**config.mk**
```make
export PLATFORM = sky130hd
export DESIGN_NAME = instr_encoder_loader
export DESIGN_NICKNAME = d
export VERILOG_FILES = /design/src/rtl/rv32_enc_pkg.sv /design/src/rtl/rv32_field_encoder.sv /design/src/rtl/instr_encoder_loader.sv
export SDC_FILE = /design/constraint.sdc
export NUM_CORES = 1
export LEC_CHECK = 0
export CORE_ASPECT_RATIO = 0.5
export CORE_MARGIN = 2
export CORE_UTILIZATION = 45
export CTS_CLUSTER_SIZE = 40
export DETAILED_ROUTE_END_ITERATION = 12
export HOLD_SLACK_MARGIN = 0.15
export PLACE_DENSITY_LB_ADDON = 0.05
export SETUP_SLACK_MARGIN = 0.02
export SLEW_MARGIN = 20
export SYNTH_ARGS = -nofsm -noshare
export SYNTH_HDL_FRONTEND = slang
export SYNTH_SLANG_ARGS = --single-unit
```
**constraint.sdc**
```tcl
create_clock -name clk -period 2.5 [get_ports clk]
set_input_delay 0.5 -clock clk [delete_from_list [all_inputs] [get_ports clk]]
set_output_delay 0.5 -clock clk [all_outputs]
set_load 0.01 [all_outputs]
```
**src/rtl/rv32_enc_pkg.sv**
```systemverilog
// Shared types and constants for the RV32I instruction encoder/loader.
package rv32_enc_pkg;

    localparam int unsigned WORD_W = 32;

    typedef enum logic [2:0] {
        FMT_R = 3'd0,
        FMT_I = 3'd1,
        FMT_S = 3'd2,
        FMT_B = 3'd3,
        FMT_U = 3'd4,
        FMT_J = 3'd5
    } fmt_e;

    localparam logic [6:0] OP_R    = 7'b0110011;
    localparam logic [6:0] OP_I    = 7'b0010011;
    localparam logic [6:0] OP_LD   = 7'b0000011;
    localparam logic [6:0] OP_JALR = 7'b1100111;
    localparam logic [6:0] OP_S    = 7'b0100011;
    localparam logic [6:0] OP_B    = 7'b1100011;
    localparam logic [6:0] OP_JAL  = 7'b1101111;

    typedef enum logic [1:0] {
        ST_IDLE  = 2'd0,
        ST_LOAD  = 2'd1,
        ST_DRAIN = 2'd2,
        ST_DONE  = 2'd3
    } state_e;

    // fmt stays raw so out-of-range codes can be carried and flagged
    typedef struct packed {
        logic [2:0]        fmt;
        logic [6:0]        opcode;
        logic [2:0]        funct3;
        logic [6:0]        funct7;
        logic [4:0]        rd;
        logic [4:0]        rs1;
        logic [4:0]        rs2;
        logic [WORD_W-1:0] imm;
    } desc_t;

endpackage

```
**src/rtl/rv32_field_encoder.sv**
```systemverilog
// Packs one RV32I field descriptor into its 32-bit instruction word.
module rv32_field_encoder
    import rv32_enc_pkg::*;
(
    input  desc_t             desc,
    output logic [WORD_W-1:0] word,
    output logic              illegal
);

    always_comb begin
        word    = '0;
        illegal = 1'b0;
        case (desc.fmt)
            FMT_R: word = {desc.funct7, desc.rs2, desc.rs1, desc.funct3, desc.rd, desc.opcode};
            FMT_I: word = {desc.imm[11:0], desc.rs1, desc.funct3, desc.rd, desc.opcode};
            FMT_S: word = {desc.imm[11:5], desc.rs2, desc.rs1, desc.funct3,
                           desc.imm[4:0], desc.opcode};
            FMT_B: begin
                word    = {desc.imm[12], desc.imm[10:5], desc.rs2, desc.rs1, desc.funct3,
                           desc.imm[4:1], desc.imm[11], desc.opcode};
                illegal = desc.imm[0];
            end
            FMT_U: word = {desc.imm[31:12], desc.rd, desc.opcode};
            FMT_J: begin
                word    = {desc.imm[20], desc.imm[10:1], desc.imm[11], desc.imm[19:12],
                           desc.rd, desc.opcode};
                illegal = desc.imm[0];
            end
            default: illegal = 1'b1;
        endcase
    end

endmodule

```
**src/rtl/instr_encoder_loader.sv**
```systemverilog
// Streams RV32I descriptors, encodes them and writes consecutive imem words.
module instr_encoder_loader
    import rv32_enc_pkg::*;
#(
    parameter int unsigned       ADDR_W    = 32,
    parameter logic [ADDR_W-1:0] BASE_ADDR = '0,
    parameter int unsigned       MAX_WORDS = 1024
) (
    input  logic              clk,
    input  logic              rst_n,
    input  logic              start,
    input  logic              s_valid,
    output logic              s_ready,
    input  logic              s_last,
    input  logic [2:0]        s_fmt,
    input  logic [6:0]        s_opcode,
    input  logic [2:0]        s_funct3,
    input  logic [6:0]        s_funct7,
    input  logic [4:0]        s_rd,
    input  logic [4:0]        s_rs1,
    input  logic [4:0]        s_rs2,
    input  logic [31:0]       s_imm,
    output logic              imem_we,
    output logic [ADDR_W-1:0] imem_addr,
    output logic [31:0]       imem_wdata,
    output logic              busy,
    output logic              done,
    output logic              err,
    output logic [15:0]       word_count
);

    localparam int unsigned CNT_W = $clog2(MAX_WORDS + 1);
    localparam logic [CNT_W-1:0] LAST_CNT = CNT_W'(MAX_WORDS - 1);

    state_e              state_q;
    state_e              state_d;
    desc_t               desc;
    logic [WORD_W-1:0]   enc_word;
    logic                enc_illegal;
    logic                accept;
    logic                hit_limit;
    logic                new_session;
    logic [ADDR_W-1:0]   addr_q;
    logic [CNT_W-1:0]    acc_cnt_q;

    assign desc = '{fmt: s_fmt, opcode: s_opcode, funct3: s_funct3, funct7: s_funct7,
                    rd: s_rd, rs1: s_rs1, rs2: s_rs2, imm: s_imm};

    rv32_field_encoder u_enc (
        .desc    (desc),
        .word    (enc_word),
        .illegal (enc_illegal)
    );

    // s_ready is a flop that mirrors state == LOAD
    assign accept      = s_valid & s_ready;
    assign hit_limit   = (acc_cnt_q == LAST_CNT);
    assign new_session = start & ((state_q == ST_IDLE) || (state_q == ST_DONE));

    always_ff @(posedge clk or negedge rst_n) begin
        if (!rst_n) state_q <= ST_IDLE;
        else        state_q <= state_d;
    end

    always_comb begin
        state_d = state_q;
        case (state_q)
            ST_IDLE:  if (start) state_d = ST_LOAD;
            ST_LOAD:  if (accept && (s_last || hit_limit)) state_d = ST_DRAIN;
            ST_DRAIN: state_d = ST_DONE;
            ST_DONE:  if (start) state_d = ST_LOAD;
            default:  state_d = ST_IDLE;
        endcase
    end

    always_ff @(posedge clk or negedge rst_n) begin
        if (!rst_n) begin
            s_ready <= 1'b0;
            busy    <= 1'b0;
            done    <= 1'b0;
        end else begin
            s_ready <= (state_d == ST_LOAD);
            busy    <= (state_d == ST_LOAD);
            done    <= (state_d == ST_DONE);
        end
    end

    // Illegal descriptors are consumed but leave address and word_count untouched
    always_ff @(posedge clk or negedge rst_n) begin
        if (!rst_n) begin
            imem_we    <= 1'b0;
            imem_addr  <= BASE_ADDR;
            imem_wdata <= '0;
            addr_q     <= BASE_ADDR;
            acc_cnt_q  <= '0;
            word_count <= '0;
            err        <= 1'b0;
        end else begin
            imem_we <= 1'b0;
            if (new_session) begin
                addr_q     <= BASE_ADDR;
                acc_cnt_q  <= '0;
                word_count <= '0;
                err        <= 1'b0;
            end else if (accept) begin
                acc_cnt_q <= acc_cnt_q + CNT_W'(1);
                if (enc_illegal) begin
                    err <= 1'b1;
                end else begin
                    imem_we    <= 1'b1;
                    imem_addr  <= addr_q;
                    imem_wdata <= enc_word;
                    addr_q     <= addr_q + ADDR_W'(4);
                    word_count <= word_count + 16'((word_count != 16'hFFFF) ? 1 : 0);
                end
            end
        end
    end

endmodule

```
# Word-level counts from Yosys, hierarchy flattened
# Index checks and enable logic that the tools add are counted.
# W data, S select, Z words.
# totals
regBits,129
in_bits,72
output_inout_bits,85
wordCells,63
# classes
n_addsub,3
n_eq_ne,13
n_mux,20
n_bitwise,4
n_reduce_logical,13
# op_table
op,n
$pmux W32 S6,1
$mux W32,3
$mux W16,3
$add A32 B3 Y32 const B,1
$mux W11,2
$add A16 B1 Y16,1
$ne A16 B16 Y1 const B,1
$add A11 B1 Y11 const B,1
$eq A11 B10 Y1 const B,1
$mux W1,7
$eq A2 B2 Y1 const B,3
$eq A3 B2 Y1 const B,2
$eq A3 B3 Y1 const B,2
$pmux W2 S3,1
$eq A2 B1 Y1 const B,2
$mux W2,2
$reduce_and A2 Y1,2
$reduce_bool A2 Y1,2
$reduce_or A2 Y1,2
$reduce_or A4 Y1,1
$eq A3 B1 Y1 const B,1
$logic_not A3 Y1,1
$reduce_and A3 Y1,1
$and A1 B1 Y1,2
6 further kinds,8

# Logic depth before layout (Yosys ltp)
# logic_depth
ltp_word,6
depth_mapped,10
mapped_depth_nobuf,9

# Cells and area by module
# From an unflattened synthesis, not the netlist that was laid out.
# unflattened
hier_cells,563
hier_area_um2,6133.4
# modules_own_cells
mod,instances,cells_per_inst,area_each_um2,seq_area_each_um2
instr_encoder_loader,1,472,5550.3,3128.0
rv32_field_encoder,1,91,583.1,0.0

# Worst setup path after synthesis
# OpenSTA, ideal clock, no wires.
# synth_path
path_kind,input port to flip-flop
start,input port s_fmt[2]
end,register addr_q[30]
arrival_time_ps,2052
t_required_ps,2422
setup_slack_ps,370
path_stages,6
cell_sequence,buf_6 > a31o_4 > a2111oi_4 > nand3_4 > or4_1 > a21oi_1
# synth_via
elab_chain_len,5
elab_cells_between_ends,11
classes_between,eq/ne: 6; mux: 1; reduce/logical: 4
# synth_lines
item,line,rtl
from (decl),instr_encoder_loader.sv:15,"input logic [2:0] s_fmt,"
"$eq A3 B1 Y1, or another cell as far along",rv32_field_encoder.sv:13,case (desc.fmt)
$reduce_or A4 Y1 (no source line) or $reduce_or A2 Y1 (tied branches),-,
$pmux W1 S2 (*),rv32_field_encoder.sv:13,
$ne A2 B1 Y1 (no source line) (*),-,
$reduce_and A2 Y1 (no source line) (*),-,
to (signal assigned),instr_encoder_loader.sv:113,addr_q <= addr_q + ADDR_W'(4);
to (decl),instr_encoder_loader.sv:43,logic [ADDR_W-1:0] addr_q;
# Every way passes the cells marked *; elsewhere a longest branch is shown, timed or not.
# A chain may end at the register's enable or synchronous reset.

# Worst setup path in the final report
# layout_path
start,register word_count[1]
end,register word_count[15]
# layout_via
elab_chain_len,6
# layout_lines
item,line,rtl
from (decl),instr_encoder_loader.sv:29,output logic [15:0] word_count
from (signal assigned),instr_encoder_loader.sv:114,word_count <= word_count + 16'((word_count != 16'hFFFF) ? 1 : 0);
$ne A16 B16 Y1,instr_encoder_loader.sv:114,
$mux W1,instr_encoder_loader.sv:114,
$add A16 B1 Y16 (*),instr_encoder_loader.sv:114,
$mux W16 (*),instr_encoder_loader.sv:107,if (enc_illegal) begin
$mux W16 (*),instr_encoder_loader.sv:105,end else if (accept) begin
$mux W16 (*),instr_encoder_loader.sv:100,if (new_session) begin
# Every way passes the cells marked *; elsewhere a longest branch is shown, timed or not. The select of a mux whose other input is x is not followed.

==> results.py <==
metrics = {
    "timing": {
        "tightest_slew_ns": 0.729,
        "fmax_mhz": 445,
        "finalSetupViolations": 0,
        "finClkSkew_ns": 0.0123,
        "finalCriticalPeriod_ns": 2.25,
        "relSlewSlack": 0.512,
        "post-route-period-util": 0.899,
        "fin_ws_ns": 0.254,
        "final_max_slew_viol_count": 0,
        "hold_violations": 0,
        "rsz0062_at_grt": "no",
    },
    "power": {
        "powerDensity_mw_per_mm2": 820,
        "p_leak_nw": 3.66,
        "ir_drop_mv": 0.443,
    },
    "clock_tree": {
        "clock_sinks": 125,
        "cts_root_buffer": "clkbuf_16",
        "hold_buffers": 1,
        "postCtsSetupRepairBufs": 0,
        "cts_tree": "yes",
        "clk_latency_ns": 0.41,
        "post_cts_resized": 0,
        "h-tree-depth": 4,
        "clk_path_buf_depth": 2,
        "cts.clk_slew.worst_paths_ns": 0.06,
        "cts_made_buffers": 17,
    },
    "detailed_routing": {
        "drt-pass1-iter-count": 5,
        "drt_iter0_drc": 363,
        "drt_wl_total_um": 15300,
        "routed_via_density": 5.28,
        "drt.antenna.violating_nets": 0,
        "drc": 0,
        "dr_total_vias": 4965,
        "wl_per_cell_um": 16.2,
    },
    "setup_path": {
        "r2r-start": "word_count[1]$_DFFE_PN0P_",
        "crit_type": "reg2reg",
        "cpPeakStageDelay_ns": 0.45,
        "critPathLaunchType": "flop",
        "crit_chain": "and4_1 -> nand3_1 -> nor2_1 -> nand3_1 -> ha_1 -> inv_1 -> nor4_1 -> xnor2_1 -> nor2_1",
        "crit_fanout": 6,
        "cp_data_required_time_ns": 2.78,
        "end_kind": "flop",
        "reg2reg_slack_ns": 0.25,
        "crit_arrival_ns": 2.53,
        "crit_slowest_cell": "dfrtp_1",
        "cp-startpoint": "word_count[1]$_DFFE_PN0P_",
    },
    "placed_design": {
        "port_buffers": 154,
        "dp_cells": 909,
        "dp_hpwl_um": 10800,
        "placed_cell_area_mm2": 0.00787,
        "gp_congestion": 0.823,
        "post-place-ws_ns": -0.0701,
    },
    "synth": {
        "avgSynthCellArea_um2": 10.1,
        "ys.flop_type": "dfrtp_1",
        "synth-edff-count": 0,
        "async_flop_share": 1.00,
        "synth_top_cell_area_share": 0.523,
        "synth_area_leaders": "dfrtp_1 (52%), mux2_2 (6.6%), nor2_1 (4.3%), nand2_1 (3.4%), xnor2_1 (3.2%)",
        "ys_warn_count": 0,
        "yosysSeqAreaShare": 0.523,
        "synth_cell_types": 49,
        "yosys.area.top_type": "dfrtp_1",
        "syn_area_mm2": 0.00599,
        "ys_ff_latch": 125,
        "synth_cells": 592,
    },
    "global_routing": {
        "grt_pass1_vias": 4757,
        "grt_pass1_wl_um": 25100,
        "grt_max_degree": 53,
        "grt-ovfl-total": 0,
        "use_met2": 0.331,
        "globalRouteMet1Util": 0.330,
        "grt_antenna_before_repair": 0,
        "gr-usage-met3": 0.0549,
        "grt_usage": 0.222,
        "busiest_layer": "met2",
    },
    "hold_path": {
        "hp-start": "imem_wdata[20]$_DFFE_PN0P_",
        "min-delay-path-class": "reg2reg",
    },
    "layout": {
        "area_delta_synth_final_pct": 41.3,
        "drive_above_1_share": 0.130,
        "post-route-util": 0.660,
        "design_area_mm2": 0.00846,
        "final_cells": 941,
        "antenna_cells": 0,
        "fin_nets": 837,
    },
    "floorplanning": {
        "die_h_um": 85.6,
        "start_util": 0.467,
        "die_area_mm2": 0.0143,
        "dieWidth_um": 167,
        "core_mm2": 0.0128,
        "num_io_pins": 157,
        "row_count": 29,
    },
    "run_status": {
        "status": "finished, final reports clean",
    },
    "job": {
        "cap_viol_max_count": 0,
    },
}
[logic make-up (layout without fill, tap and decap cells)]
kind of cell,Yosys count,after routing,share of synthesized area
other cells,1,2,0.000626
xor+xnor,41,41,0.0600
compound gates,105,105,0.110
simple gates,220,220,0.178
buf+inv,51,229,0.0370
fa+ha+maj,6,6,0.0125
mux,43,43,0.0792
flops,125,125,0.523
[layout make-up]
class,instances,area [um2]
fill,1043,4350
sequential,125,3130
multi-input combinational,417,2650
timing repair buffer,182,1830
clock buffer,18,439
tap,170,213
clock inverter,13,144
inverter,16,60.1
[worst max-delay path: cells and delay by family, from the launching register on]
| family | cells | cell delay (ns) |
|---|---|---|
| xor gates and xnor gates | 1 | 0.16 |
| adders and majority gates | 1 | 0.31 |
| buffers and inverters | 1 | 0.10 |
| DFF | 1 | 0.45 |
| and+or+nand+nor | 6 | 1.09 |
[metrics by stage]
step           setup TNS (ns)  total power, mW  hold WS [ns]
2_1_floorplan               0             3.48         0.204
3_5_place_dp          -0.0984             4.57         0.467
4_1_cts                     0             7.00         0.483
5_1_grt                     0             7.30         0.507
3_3_place_gp          -0.0653             4.52         0.462
6_report                    0             6.93         0.478
[final timing paths]
| check | endpoint | depth (start not counted) |
|---|---|---|
| worst max register to register | word_count[15]$_DFFE_PN0P_ | 9 |
| max in group asynchronous | imem_addr[8]$_DFFE_PN0P_ | 3 |
| worst min register to register | imem_wdata[20]$_DFFE_PN0P_ | 2 |
| min in group asynchronous | imem_wdata[18]$_DFFE_PN0P_ | 2 |
| worst min-delay path | imem_wdata[20]$_DFFE_PN0P_ | 2 |
| worst max-delay path | word_count[15]$_DFFE_PN0P_ | 9 |
[per-layer routing]
metal | up-vias | share of wire
met2 | 155 | 0.43
li1 | 2409 | -
met1 | 2395 | 0.50
met4 | 0 | 0.0048
met5 | - | 0
met3 | 6 | 0.061
[placed cells by master, fill, tap and decap left out, types with 10 or more instances in the layout]
cell type and n:
clkdlybuf4s50_1 153, dfrtp_1 125, a21oi_1 33, buf_4 22, xnor2_1 22, mux2_2 35
o21ai_0 36, nand2_1 53, nand4_1 19, xor2_1 19, nor3_1 10, inv_1 16
a22oi_1 10, nor2_1 69, clkbuf_16 17, nor2b_1 10, nand3_1 19
[state kept, by name, summed over array words and instances (netlist names)]
name / cells
word_count: 16
imem_wdata: 32
imem_we: 1
err: 1
done: 1
addr_q: 30
acc_cnt_q: 11
imem_addr: 30
busy: 1
state_q: 2
[cells in the mapped netlist, types with 2 or more instances]
cell type and count:
buf_2 2, nand2_1 54, a221oi_1 6, nor2b_1 10
and2_1 4, xnor2_1 22, a22oi_1 10, xor2_1 19
mux2_2 35, a21oi_1 33, nor3_1 10, and4_1 3
nand3_1 19, dfrtp_1 125, nor2_1 69, ha_1 6
nor4_1 6, inv_1 16, a31oi_1 2, or4_1 4
buf_6 2, buf_4 3, nand4_1 19, and3_1 9
o41ai_1 2, mux2i_1 8, a21o_1 2, o21ai_0 36
or3_1 8, o31ai_1 3, clkbuf_1 19, o211ai_1 2
buf_1 8
[power breakdown]
| part | switching (mW) | internal (mW) |
|---|---|---|
| combinational | 0.974 | 0.994 |
| clock | 0.925 | 1.49 |
| sequential | 0.199 | 2.35 |
| total | 2.10 | 4.84 |
Note: power is estimated with default switching activity, not from simulation.
